## config.mk

```make
export PLATFORM = sky130hd
export DESIGN_NAME = bin2bcd_seq
export DESIGN_NICKNAME = d
export VERILOG_FILES = /design/src/rtl/bcd_pkg.sv /design/src/rtl/bcd_add3.sv /design/src/rtl/bin2bcd_seq.sv
export SDC_FILE = /design/constraint.sdc
export NUM_CORES = 1
export LEC_CHECK = 0
export CAP_MARGIN = 20
export CORE_ASPECT_RATIO = 0.6
export CORE_MARGIN = 4
export CORE_UTILIZATION = 46
export CTS_BUF_LIST = sky130_fd_sc_hd__clkbuf_4 sky130_fd_sc_hd__clkbuf_8
export CTS_CLUSTER_DIAMETER = 30
export CTS_CLUSTER_SIZE = 8
export DETAILED_ROUTE_END_ITERATION = 16
export GPL_TIMING_DRIVEN = 0
export PLACE_DENSITY = 0.7
export REMOVE_ABC_BUFFERS = 1
export SLEW_MARGIN = 10
export SYNTH_ARGS = -nofsm -noshare
export SYNTH_HDL_FRONTEND = slang
export SYNTH_SLANG_ARGS = --single-unit
```

## constraint.sdc

```tcl
create_clock -name clk -period 1.9 [get_ports clk]
set_clock_uncertainty 0.2 [all_clocks]
set_input_delay 0.38 -clock clk [delete_from_list [all_inputs] [get_ports clk]]
set_output_delay 0.38 -clock clk [all_outputs]
set_load 0.05 [all_outputs]
```

## src/rtl/bcd_pkg.sv

```systemverilog
// Shared types and constants for the sequential binary-to-BCD converter.
package bcd_pkg;

   typedef enum logic [1:0] {
      IDLE  = 2'd0,
      SHIFT = 2'd1,
      DONE  = 2'd2
   } state_t;

   localparam int BCD_DIGIT_W = 4;
   localparam int ADD3_THRESH = 5;

   // Decimal digits needed to show the largest unsigned value of width w.
   function automatic int digits_for_width(input int w);
      logic [127:0] v;
      int           d;
      v = (128'd1 << w) - 128'd1;
      d = 0;
      for (int i = 0; i < 40; i++) begin
         if (v != '0) begin
            v = v / 128'd10;
            d++;
         end
      end
      if (d == 0) d = 1;
      return d;
   endfunction

endpackage

```

## src/rtl/bcd_add3.sv

```systemverilog
// Double-dabble correction cell: a digit of 5 or more gets +3 before the shift.
// Purely combinational, no handshake.
module bcd_add3
   import bcd_pkg::*;
(
   input  logic [BCD_DIGIT_W-1:0] d_in,
   output logic [BCD_DIGIT_W-1:0] d_out
);

   always_comb begin
      d_out = d_in;
      if (d_in >= BCD_DIGIT_W'(ADD3_THRESH)) d_out = d_in + BCD_DIGIT_W'(3);
   end

endmodule

```

## src/rtl/bin2bcd_seq.sv

```systemverilog
// Iterative binary-to-BCD converter, one bit per cycle: result WIDTH cycles after accept, held until out_ready.
// Optional leading-zero blank mask under LEADING_ZERO_BLANK_EN; accepts new input only in IDLE.
module bin2bcd_seq
   import bcd_pkg::*;
#(
   parameter int WIDTH  = 16,
   parameter int DIGITS = 5
)(
   input  logic                          clk,
   input  logic                          rst,
   input  logic                          in_valid,
   output logic                          in_ready,
   input  logic [WIDTH-1:0]              in_bin,
   output logic                          out_valid,
   input  logic                          out_ready,
   output logic [BCD_DIGIT_W*DIGITS-1:0] out_bcd,
   output logic [DIGITS-1:0]             out_blank,
   output logic                          busy
);

   localparam int BCD_W = BCD_DIGIT_W * DIGITS;
   localparam int CNT_W = $clog2(WIDTH + 1);

   if (DIGITS < digits_for_width(WIDTH)) begin : g_digits_check
      $error("bin2bcd_seq: DIGITS too small to hold 2^WIDTH-1");
   end

   state_t             state_q, state_d;
   logic [CNT_W-1:0]   count_q, count_d;
   logic [WIDTH-1:0]   bin_shift_q, bin_shift_d;
   logic [BCD_W-1:0]   bcd_work_q, bcd_work_d;
   logic [BCD_W-1:0]   out_bcd_q, out_bcd_d;

   logic [BCD_W-1:0]       corrected;
   logic [BCD_W+WIDTH-1:0] shift_cat;
   logic [BCD_W-1:0]       shift_bcd;
   logic [WIDTH-1:0]       shift_bin;

   for (genvar g = 0; g < DIGITS; g++) begin : g_add3
      bcd_add3 u_add3 (
         .d_in  (bcd_work_q[g*BCD_DIGIT_W +: BCD_DIGIT_W]),
         .d_out (corrected[g*BCD_DIGIT_W +: BCD_DIGIT_W])
      );
   end

   always_comb begin
      shift_cat = {corrected, bin_shift_q} << 1;
      shift_bcd = shift_cat[BCD_W+WIDTH-1:WIDTH];
      shift_bin = shift_cat[WIDTH-1:0];
   end

   always_comb begin
      state_d     = state_q;
      count_d     = count_q;
      bin_shift_d = bin_shift_q;
      bcd_work_d  = bcd_work_q;
      out_bcd_d   = out_bcd_q;
      case (state_q)
         IDLE: begin
            if (in_valid) begin
               bin_shift_d = in_bin;
               bcd_work_d  = '0;
               count_d     = CNT_W'(WIDTH);
               state_d     = SHIFT;
            end
         end
         SHIFT: begin
            bin_shift_d = shift_bin;
            bcd_work_d  = shift_bcd;
            count_d     = count_q - CNT_W'(1);
            if (count_q == CNT_W'(1)) begin
               out_bcd_d = shift_bcd;
               state_d   = DONE;
            end
         end
         DONE: begin
            if (out_ready) state_d = IDLE;
         end
         default: state_d = IDLE;
      endcase
   end

   always_ff @(posedge clk) begin
      if (rst) begin
         state_q     <= IDLE;
         count_q     <= '0;
         bin_shift_q <= '0;
         bcd_work_q  <= '0;
         out_bcd_q   <= '0;
      end else begin
         state_q     <= state_d;
         count_q     <= count_d;
         bin_shift_q <= bin_shift_d;
         bcd_work_q  <= bcd_work_d;
         out_bcd_q   <= out_bcd_d;
      end
   end

`ifdef LEADING_ZERO_BLANK_EN
   localparam logic [DIGITS-1:0] BLANK_RST = {{(DIGITS-1){1'b1}}, 1'b0};

   logic [DIGITS-1:0] blank_mask;
   logic [DIGITS-1:0] out_blank_q, out_blank_d;

   // Walk down from the most significant digit; digit 0 always stays visible.
   always_comb begin
      logic all_zero;
      all_zero   = 1'b1;
      blank_mask = '0;
      for (int i = DIGITS - 1; i >= 1; i--) begin
         all_zero      = all_zero && (shift_bcd[i*BCD_DIGIT_W +: BCD_DIGIT_W] == '0);
         blank_mask[i] = all_zero;
      end
   end

   always_comb begin
      out_blank_d = out_blank_q;
      if (state_q == SHIFT && count_q == CNT_W'(1)) out_blank_d = blank_mask;
   end

   always_ff @(posedge clk) begin
      if (rst) out_blank_q <= BLANK_RST;
      else     out_blank_q <= out_blank_d;
   end

   assign out_blank = out_blank_q;
`else
   assign out_blank = '0;
`endif

   assign in_ready  = (state_q == IDLE);
   assign out_valid = (state_q == DONE);
   assign busy      = (state_q != IDLE);
   assign out_bcd   = out_bcd_q;

endmodule
```

# Yosys cells after proc, flatten, opt, wreduce, memory -nomap -nowiden
# Index checks and enable logic that the tools add are counted.
[op_classes]
n_addsub = 6
mul = 0
div = 0
n_lt_le_gt_ge = 5
eq_ne = 6
n_shift = 0
n_mux = 15
n_bitwise = 0
n_reduce_logical = 6
[ops]
columns = ["op", "count"]
rows = [
  ["case mux 20 bit (2 select lines)", 1],
  ["case mux 16 bit (2 select lines)", 1],
  ["greater-or-equal comparator 4 x 3 -> 1 bit (second input constant)", 5],
  ["two-way mux 20 bit", 1],
  ["adder 4 x 2 -> 4 bit (second input constant)", 4],
  ["two-way mux 16 bit", 1],
  ["two-way mux 4 bit", 4],
  ["case mux 5 bit (2 select lines)", 1],
  ["two-way mux 2 bit", 3],
  ["case mux 2 bit (3 select lines)", 1],
  ["== test 5 x 1 -> 1 bit (second input constant)", 1],
  ["two-way mux 5 bit", 1],
  ["subtractor 5 x 1 -> 5 bit (second input constant)", 1],
  ["inequality test 2 bit (second input constant)", 2],
  ["AND reduction 2 bit", 2],
  ["nonzero test 2 bit", 2],
  ["adder 3 x 2 -> 3 bit (second input constant)", 1],
  ["two-way mux 3 bit", 1],
  ["AND reduction 3 bit", 1],
  ["== test 2 x 1 -> 1 bit (second input constant)", 1],
  ["== test 2 bit (second input constant)", 1],
  ["zero test 2 bit", 1],
  ["inequality test 2 x 1 -> 1 bit (second input constant)", 1],
]
[totals]
regBits = 63
latch_bits = 0
ram_bits = 0
rom_bits = 0
inputBits = 20
mem_count = 0

# Depth between registers and ports, before layout
# Gate-level depths: netlist of the first run.
[logic_depth]
ltp_word = 3
ltp_mapped = 6

# Hierarchy
# A second synthesis of the first run with hierarchy kept.
[unflattened]
cells_unflattened = 390
hier_area_um2 = 3289.4
[modules_own_cells]
columns = ["mod", "n_inst", "cells_per_inst", "area_each_um2"]
rows = [
  ["bin2bcd_seq", 1, 310, 2782.7],
  ["bcd_add3", 5, 16, 101.3],
]

# Worst setup path before layout of the first run
# No wires, ideal clock.
[synth_timing]
path_type = "reg2out"
start = "register state_q[0]"
end = "output port busy"
arrival_time_ps = 1787
required_time_ps = 1320
slack_ps = -467
stages_incl_launch_ff = 5
n_path_buf = 2
path_cell_list = "dfxtp_1 -> buf_4 -> buf_2 -> nor2_1 -> inv_1"
[synth_between]
elab_chain_len = 1
[synth_rtl]
columns = ["item", "line", "rtl"]
rows = [
  ["from (decl)", "bin2bcd_seq.sv:28", "state_t state_q, state_d;"],
  ["from (signal assigned)", "bin2bcd_seq.sv:91", "state_q <= state_d;"],
  ["nonzero test 2 bit", "bin2bcd_seq.sv:133", "assign busy = (state_q != IDLE);"],
  ["to (decl)", "bin2bcd_seq.sv:18", "output logic busy"],
]
# No other way between the ends.

# Worst setup path after layout of the first run
[layout_timing]
start = "register state_q[1]"
end = "output port out_valid"
[layout_between]
elab_chain_len = 1
[layout_rtl]
columns = ["item", "line", "rtl"]
rows = [
  ["== test 2 bit", "bin2bcd_seq.sv:132", "assign out_valid = (state_q == DONE);"],
  ["to (decl)", "bin2bcd_seq.sv:14", "output logic out_valid,"],
]
# No other way between the ends.

==> results.py, run 1 <==
metrics = {
    "synth": {
        "synth_mux_area_frac": 0.0320,
        "synth_top_family_by_area": "simple AND/OR/NAND/NOR gates",
        "synth.most_common_cell": "nor2_1",
        "yosys.area_share.simple": 0.231,
        "syn_inst": 365,
        "synthFlopType": "dfxtp_1",
        "syn_area_per_cell_um2": 8.46,
        "synth_edf_count": 0,
        "synthTopCellsByArea": "dfxtp_1 (41%), nor2_1 (8.5%), a21oi_1 (5.8%), ha_1 (4.9%), o2bb2ai_1 (4.0%)",
        "ys_ff_latch": 63,
        "netlist.area_leader.share": 0.409,
        "yosysSeqAreaShare": 0.409,
        "synth_xor_area_frac": 0.0142,
        "synth_compound_area_frac": 0.192,
        "synthArstFlopShare": 0,
        "yosys-top-cells-count": "nor2_1 (70), dfxtp_1 (63), a21oi_1 (36)",
        "yosys_warnings": 0,
        "synth_area_leader_cell": "dfxtp_1",
        "synthAdderAreaFrac": 0.0486,
        "netlist_area_mm2": 0.00309,
        "synth_cell_types": 33,
    },
    "power": {
        "p_int_mw": 2.51,
        "p_switching_uw": 828,
        "pwr_density_cell_mw_per_mm2": 882,
        "leakage_nw": 1.48,
        "power.share.clock": 0.436,
        "share_comb_of_total_power": 0.137,
        "swShare": 0.248,
        "ir_drop_v": 0.000689,
        "power_frac_seq": 0.427,
    },
    "global_route": {
        "grt-ovfl-total": 0,
        "grt_pass1_vias": 2536,
        "antenna_found_initial": 0,
        "grt_pass1_wl_um": 11900,
        "gr-usage-all-layers": 0.181,
        "grt_max_degree": 44,
    },
    "setup_path": {
        "cp-start-kind": "flop",
        "worstPathArrival_ns": 1.23,
        "crit_fanout": 15,
        "crit_type": "flop to primary output",
        "endpoint_kind": "primary output",
        "cp.required_ns": 1.32,
    },
    "detailed_routing": {
        "drt_wl_total_um": 7230,
        "antenna_left": 0,
        "viasPerCell": 5.33,
        "drc": 0,
        "wire_per_inst_um": 14.7,
        "via_count": 2612,
        "drtIter0Drc": 112,
        "first_pass_iters": 4,
    },
    "final_layout": {
        "multiInputGateArea_mm2": 0.00167,
        "fillers": 557,
        "regArea_mm2": 0.00127,
        "drive_above_1_share": 0.150,
        "diodes": 0,
        "final_cell_count_no_fill": 490,
        "fin_nets": 433,
        "area_growth_pct": 22.7,
    },
    "floorplanning": {
        "core.rowCount": 22,
        "die_area_mm2": 0.00813,
        "die_width_um": 114,
        "fp.dieH_um": 71.5,
        "start_util": 0.490,
        "core_area_mm2": 0.00630,
        "io_pins": 48,
    },
    "cts": {
        "hold_buffers": 0,
        "path_clk_slew_ns": 0.07,
        "cts_buffers": 9,
        "h-tree-depth": 3,
        "clock_path_buffers": 2,
        "clk_latency_ns": 0.34,
        "root_buffer": "clkbuf_8",
        "cts_tree": "done",
        "cts.sinks": 63,
    },
    "timing": {
        "period_share": 0.951,
        "final.setup.worst_slack_ns": 0.0925,
        "finalSetupViolations": 0,
        "period_needed_ns": 1.81,
        "max_freq_ghz": 0.553,
        "whs_ns": 0.163,
        "slew_violations": 0,
        "hold_viol_final": 0,
    },
    "placement": {
        "dp.cells": 468,
        "gp_congestion": 0.750,
        "port_buffers": 42,
        "place_hpwl_um": 4310,
        "pre_cts_ws_ns": -1.16,
    },
    "flow_run": {
        "drv_cap": 0,
    },
    "min_path": {
        "hp-class": "primary input to flop",
    },
    "run_status": {
        "outcome": "completed",
    },
}
-- timing repair --
action / in CTS / in global routing
resized for setup: 47 / 11
pin swaps: 1 / 0
setup buffers: 4 / 1
setup endpoints to repair: 86 / 40
cloned: 1 / 0
-- worst max-delay path: stages, from the launching register on --
cell	delay, ns
dfxtp_4	0.46
nor2b_1	0.21
buf_4	0.22
-- cell families after synthesis --
| group | count (synthesis) |
|---|---|
| buffers and inverters | 43 |
| and+or+nand+nor | 146 |
| muxes | 9 |
| AOI/OAI and AO/OA | 86 |
| xor gates and xnor gates | 5 |
| adders and majority gates | 12 |
| other | 1 |
| DFF | 63 |
-- through the flow --
| stage | total power [mW] | area [µm²] | utilization | TNS (ns) |
|---|---|---|---|---|
| 4_1_cts | 3.36 | 3760 | 0.596 | 0 |
| 3_3_place_gp | 1.88 | 3460 | 0.549 | -77.03 |
| 6_report | 3.34 | 3790 | 0.601 | 0 |
| 5_1_grt | 3.47 | 3790 | 0.601 | -0.0132 |
| 3_5_place_dp | 1.89 | 3480 | 0.551 | -53.98 |
| 2_1_floorplan | 1.74 | 2930 | - | -15.85 |
-- layout by cell type (no fill, tap or decap), types with 5 or more instances in the layout --
cell and instances:
nor2_1 70, dfxtp_1 61, a21oi_1 33, nor3_1 20, dlygate4sd2_1 20, nand2b_1 17, clkdlybuf4s50_1 17, inv_1 15
nor2b_1 15, o2bb2ai_1 14, o22ai_1 10, clkbuf_8 10, o21ai_0 9, ha_1 9, nor3b_1 8, a211oi_2 8
mux2_2 7, xnor2_1 5, nand3_1 5, conb_1 5, buf_4 5
-- layout make-up --
type,instances,area share
sequential,63,0.335
multi-input combinational,264,0.442
clock inverter,3,0.0238
clock buffer,13,0.0423
timing repair buffer,48,0.115
tap,84,0.0278
inverter,15,0.0149
-- power groups by stage --
stage	registers, mW	logic (mW)	clock network, mW
floorplan	1.48	0.257	0
global placement	1.47	0.413	0
detailed placement	1.47	0.422	0
CTS	1.43	0.446	1.48
global route	1.43	0.500	1.53
finish	1.43	0.456	1.46
-- routing by layer --
metal / part of all wire / GRT usage / vias to the layer above
met5: 0 / 0 / -
met4: 0.0076 / 0.0493 / 0
met3: 0.045 / 0.0549 / 4
met2: 0.46 / 0.292 / 56
met1: 0.49 / 0.238 / 1231
li1: - / - / 1321
-- final timing paths --
path	end	cells after the start	startpoint	slack [ns]
max	out_valid	2	state_q[1]	0.09
min reg2reg	out_bcd[13]	2	out_bcd[13]	0.28
max reg2reg	out_bcd[2]	6	bcd_work_q[1]	0.10
min	out_bcd[19]	2	rst	0.16
-- state kept, by name, indices dropped and copies added (netlist names) --
signal       count
bcd_work_q      20
bin_shift_q     16
count_q          5
out_bcd         20
state_q          2
Power figures use the tool's default switching activity.
==> inputs of run 2 (changes only) <==
ABC_CLOCK_PERIOD_IN_PS = 1900   (was default)
CORE_UTILIZATION = 52   (was 46)
PLACE_DENSITY = 0.78   (was 0.7)
==> run 2 against run 1 <==
Effect of this change: sequential power is essentially flat; sequential share of layout area grew 0.57 points; die area shrank 11%; via count grew 1.1%; critical endpoint is now out_bcd[0]; largest cell class unchanged; largest power group is now registers; highest routed layer unchanged.
==> results.py, run 2 (same netlist as run 1, synthesis figures left out) <==
metrics = {
    "min_path": {
        "hold_start": "rst",
        "hold_end": "count_q[2]",
        "hp-class": "primary input to flop",
        "hold_depth": 2,
    },
    "global_route": {
        "grt_pass1_wl_um": 12100,
        "gr-usage-all-layers": 0.213,
        "grt_pass1_vias": 2537,
        "grt-ovfl-total": 0,
        "grt_max_degree": 43,
        "antenna_found_initial": 0,
    },
    "floorplanning": {
        "io_pins": 48,
        "start_util": 0.546,
        "fp.dieH_um": 67.7,
        "core.rowCount": 21,
        "die_width_um": 107,
        "die_area_mm2": 0.00727,
        "core_area_mm2": 0.00565,
    },
    "cts": {
        "cts_tree": "done",
        "path_clk_slew_ns": 0.07,
        "root_buffer": "clkbuf_8",
        "h-tree-depth": 3,
        "clk_latency_ns": 0.34,
        "cts_buffers": 9,
        "cts.sinks": 63,
        "hold_buffers": 0,
        "clock_path_buffers": 2,
    },
    "timing": {
        "period_needed_ns": 1.80,
        "final.setup.worst_slack_ns": 0.0957,
        "max_freq_ghz": 0.554,
        "rsz0062_at_grt": "no",
        "period_share": 0.950,
        "hold_viol_final": 0,
        "slew_violations": 0,
        "finalSetupViolations": 0,
    },
    "final_layout": {
        "area_growth_pct": 20.8,
        "fillers": 488,
        "mostFrequentLayoutCells": "nor2_1 (68), dfxtp_1 (60), a21oi_1 (32), nor3_1 (20), dlygate4sd2_1 (20)",
        "drive_above_1_share": 0.160,
        "regArea_mm2": 0.00127,
        "layout_commonest_cell": "nor2_1",
        "multiInputGateArea_mm2": 0.00168,
        "fin_nets": 433,
        "diodes": 0,
        "final_cell_count_no_fill": 485,
        "fin_util": 0.660,
    },
    "setup_path": {
        "crit_buf_inv": 1,
        "worst_path_max_delay_cell": "dlygate4sd2_1",
        "cp.required_ns": 1.32,
        "endpoint_kind": "primary output",
        "crit_type": "flop to primary output",
        "r2r_cells": 5,
        "cp_slowest_stage_delay_ns": 0.54,
        "cp-start-kind": "flop",
        "crit_fanout": 2,
        "rrSetupSlack_ns": 0.1,
        "reg2reg_from": "state_q[0]",
        "crit_chain": "dlygate4sd2_1",
        "crit_family": "buffers and inverters",
        "worstPathArrival_ns": 1.22,
        "rr_endpoint": "out_bcd[0]",
    },
    "placement": {
        "dp.cells": 464,
        "place_hpwl_um": 4330,
        "gp_congestion": 0.767,
        "pre_cts_ws_ns": -1.13,
        "port_buffers": 42,
    },
    "power": {
        "swShare": 0.282,
        "power.share.clock": 0.362,
        "leakage_nw": 1.44,
        "p_int_mw": 2.13,
        "p_switching_uw": 834,
        "ir_drop_v": 0.000419,
        "pwr_density_cell_mw_per_mm2": 794,
        "power_frac_seq": 0.483,
        "share_comb_of_total_power": 0.155,
    },
    "detailed_routing": {
        "drc": 0,
        "drt_wl_total_um": 7260,
        "antenna_left": 0,
        "viasPerCell": 5.44,
        "via_count": 2640,
        "wire_per_inst_um": 15.0,
        "drtIter0Drc": 122,
        "first_pass_iters": 5,
    },
    "flow_run": {
        "drv_cap": 0,
    },
    "run_status": {
        "outcome": "completed",
    },
}
[run 2: cell count changes in the layout (fill, tap and decap cells not counted), sizes merged]
cell / change
buf: -1
bufinv: -3
clkinv: +2
clkinvlp: +1
[run 2: how the worst max path moves through the flow]
stage,slack [ns],to,depth (start not counted),from
3_5_place_dp,-1.13,out_bcd[5],4,state_q[0]
3_3_place_gp,-1.64,out_bcd[1],4,state_q[0]
6_report,0.1,out_bcd[0],1,out_bcd[0]
2_1_floorplan,-0.79,out_bcd[17],4,state_q[0]
5_1_grt,0.003,out_bcd[10],6,bcd_work_q[8]
4_1_cts,-0.08,busy,3,state_q[0]
[run 2: area by class of cell]
class	count	share of cell area
flip-flops and latches	63	0.341
inverters	15	0.0151
multi-input cells	264	0.452
well taps	80	0.0269
clock buffers	12	0.0443
repair buffers	48	0.116
clock inverters	3	0.00470
[run 2: metal layers]
layer	GRT usage	routed length [µm]
met5	0	0
met4	0.0535	97
met3	0.0669	414
met2	0.344	3300
met1	0.281	3440
[run 2: power by group through the flow]
stage	registers, mW	logic (mW)	clock network (mW)
2_1_floorplan	1.48	0.257	0
3_3_place_gp	1.47	0.411	0
3_5_place_dp	1.47	0.423	0
4_1_cts	1.43	0.451	1.09
5_1_grt	1.44	0.509	1.15
6_report	1.43	0.459	1.07
[run 2: timing repair]
| action | in CTS | in global routing |
|---|---|---|
| gates cloned | 1 | 0 |
| endpoints found under the setup margin | 86 | 31 |
| resized for setup | 45 | 18 |
| pin swaps | 1 | 0 |
| hold endpoints to repair | 0 | 0 |
| buffers inserted | 4 | 1 |
[run 2: metrics by stage]
stage / total power, mW / TNS (ns) / hold WS, ns / area [µm²]
floorplan: 1.74 / -15.85 / 0.232 / 2930
global placement: 1.88 / -76.47 / 0.247 / 3450
detailed placement: 1.89 / -51.29 / 0.258 / 3470
CTS: 2.97 / -0.0759 / 0.187 / 3690
global route: 3.10 / 0 / 0.188 / 3730
finish: 2.96 / 0 / 0.198 / 3730
==> inputs of run 3 (changes only) <==
PLACE_DENSITY = 0.8   (was 0.78)
SYNTH_HIERARCHICAL = 1   (was default)
==> run 3 against run 2 <==
Effect of this change: first-iteration DRC count is 75% higher; sequential power hardly changed; hold slack better by 0.069 ns; clock-buffer cell count is 1 higher; critical path depth stayed put; synthesized cell count is 5.8% higher; register-to-register slack hardly changed; worst setup slack worse by 0.016 ns; largest power group unchanged; highest routed layer unchanged.
==> results.py, run 3 <==
metrics = {
    "run_status": {
        "outcome": "completed",
    },
    "final_layout": {
        "mostFrequentLayoutCells": "dfxtp_1 (61), nor2_1 (45), nand2b_1 (40), o21ai_0 (23)",
        "area_growth_pct": 21.7,
        "final_cell_count_no_fill": 511,
        "layout_commonest_cell": "dfxtp_1",
        "fillers": 528,
        "fin_util": 0.651,
        "diodes": 0,
        "fin_area_mm2": 0.00398,
        "fin_nets": 454,
        "drive_above_1_share": 0.122,
    },
    "setup_path": {
        "crit_family": "buffers and inverters",
        "worstPathArrival_ns": 1.24,
        "crit_fanout": 2,
        "crit_type": "flop to primary output",
        "critPathLaunch": "out_bcd[5]",
        "cp-start-kind": "flop",
        "endpoint_kind": "primary output",
        "rrSetupSlack_ns": 0.11,
        "worst_path_max_delay_cell": "dlygate4sd2_1",
        "rr_endpoint": "out_bcd[6]",
        "cp_slowest_stage_delay_ns": 0.54,
        "r2r_cells": 7,
        "crit_chain": "dlygate4sd2_1",
        "cp.required_ns": 1.32,
        "reg2reg_from": "bcd_work_q[5]",
        "crit_buf_inv": 1,
    },
    "flow_run": {
        "drv_cap": 0,
    },
    "floorplanning": {
        "fp.dieH_um": 69.4,
        "die_width_um": 110,
        "start_util": 0.535,
        "die_area_mm2": 0.00766,
        "io_pins": 48,
        "core_area_mm2": 0.00611,
        "core.rowCount": 22,
    },
    "detailed_routing": {
        "wire_per_inst_um": 14.3,
        "drtIter0Drc": 213,
        "drc": 0,
        "via_count": 2782,
        "first_pass_iters": 4,
        "drt_wl_total_um": 7320,
        "viasPerCell": 5.44,
        "antenna_left": 0,
    },
    "cts": {
        "cts_tree": "done",
        "h-tree-depth": 3,
        "cts.sinks": 63,
        "path_clk_slew_ns": 0.07,
        "clock_path_buffers": 2,
        "root_buffer": "clkbuf_8",
        "clk_latency_ns": 0.34,
        "cts_buffers": 9,
        "hold_buffers": 0,
    },
    "synth": {
        "netlist_area_mm2": 0.00327,
        "syn_area_per_cell_um2": 8.47,
        "syn_inst": 386,
        "yosys_warnings": 6,
    },
    "timing": {
        "max_freq_ghz": 0.549,
        "finalSetupViolations": 0,
        "final.setup.worst_slack_ns": 0.0801,
        "slew-limit-headroom": 0.508,
        "hold_viol_final": 0,
        "whs_ns": 0.267,
        "period_needed_ns": 1.82,
        "rsz0062_at_grt": "no",
        "slew_violations": 0,
        "fin_tns_setup_ns": 0,
        "worst_pin_slew_ns": 0.739,
        "period_share": 0.958,
    },
    "placement": {
        "pre_cts_ws_ns": -1.08,
        "placed_area_mm2": 0.00367,
        "dp.cells": 485,
        "port_buffers": 42,
        "gp_congestion": 0.786,
        "place_hpwl_um": 4480,
    },
    "global_route": {
        "grt_max_degree": 56,
        "grt_pass1_vias": 2549,
        "grt_pass1_wl_um": 12000,
        "grt-ovfl-total": 0,
        "gr-usage-all-layers": 0.196,
        "antenna_found_initial": 0,
    },
    "power": {
        "ir_drop_v": 0.000507,
        "finalPower_mw": 3.17,
        "pwr_density_cell_mw_per_mm2": 798,
        "leakage_nw": 1.63,
    },
    "min_path": {
        "hp-class": "flop to flop",
        "hold_start": "out_bcd[16]",
        "hold_end": "out_bcd[16]",
        "hold_depth": 2,
    },
}
-- run 3: worst max-delay path by stage --
stage	endpoint	slack [ns]	cells past startpoint
floorplan	out_bcd[0]	-1.51	3
global placement	out_bcd[6]	-2.79	3
detailed placement	out_bcd[2]	-1.08	4
CTS	busy	-0.12	3
global route	out_bcd[10]	0.007	7
finish	out_bcd[5]	0.08	1
-- run 3: timing repair --
item / in CTS / in global routing
cloned: 1 / 0
resized for setup: 44 / 3
setup buffers: 2 / 7
setup endpoints to repair: 86 / 23
pin swaps: 0 / 1
-- run 3: layer usage --
layer / vias to the layer above / track usage / wire (µm)
li1: 1388 / - / -
met1: 1303 / 0.276 / 3540
met2: 80 / 0.289 / 3210
met3: 11 / 0.0623 / 468
met4: 0 / 0.0533 / 104
met5: - / 0 / 0
-- run 3: cell type report --
cell class	instances	area, µm²	area share
multi-input cells	280	1810	0.456
flip-flops and latches	63	1270	0.319
repair buffers	54	505	0.127
clock buffers	13	166	0.0418
well taps	84	105	0.0264
clock inverters	3	65.1	0.0164
inverters	14	52.6	0.0132
-- run 3: where the power goes --
group | switching (mW) | internal, mW | total [mW]
sequential | 0.0458 | 1.37 | 1.42
combinational | 0.236 | 0.187 | 0.423
clock | 0.497 | 0.838 | 1.33
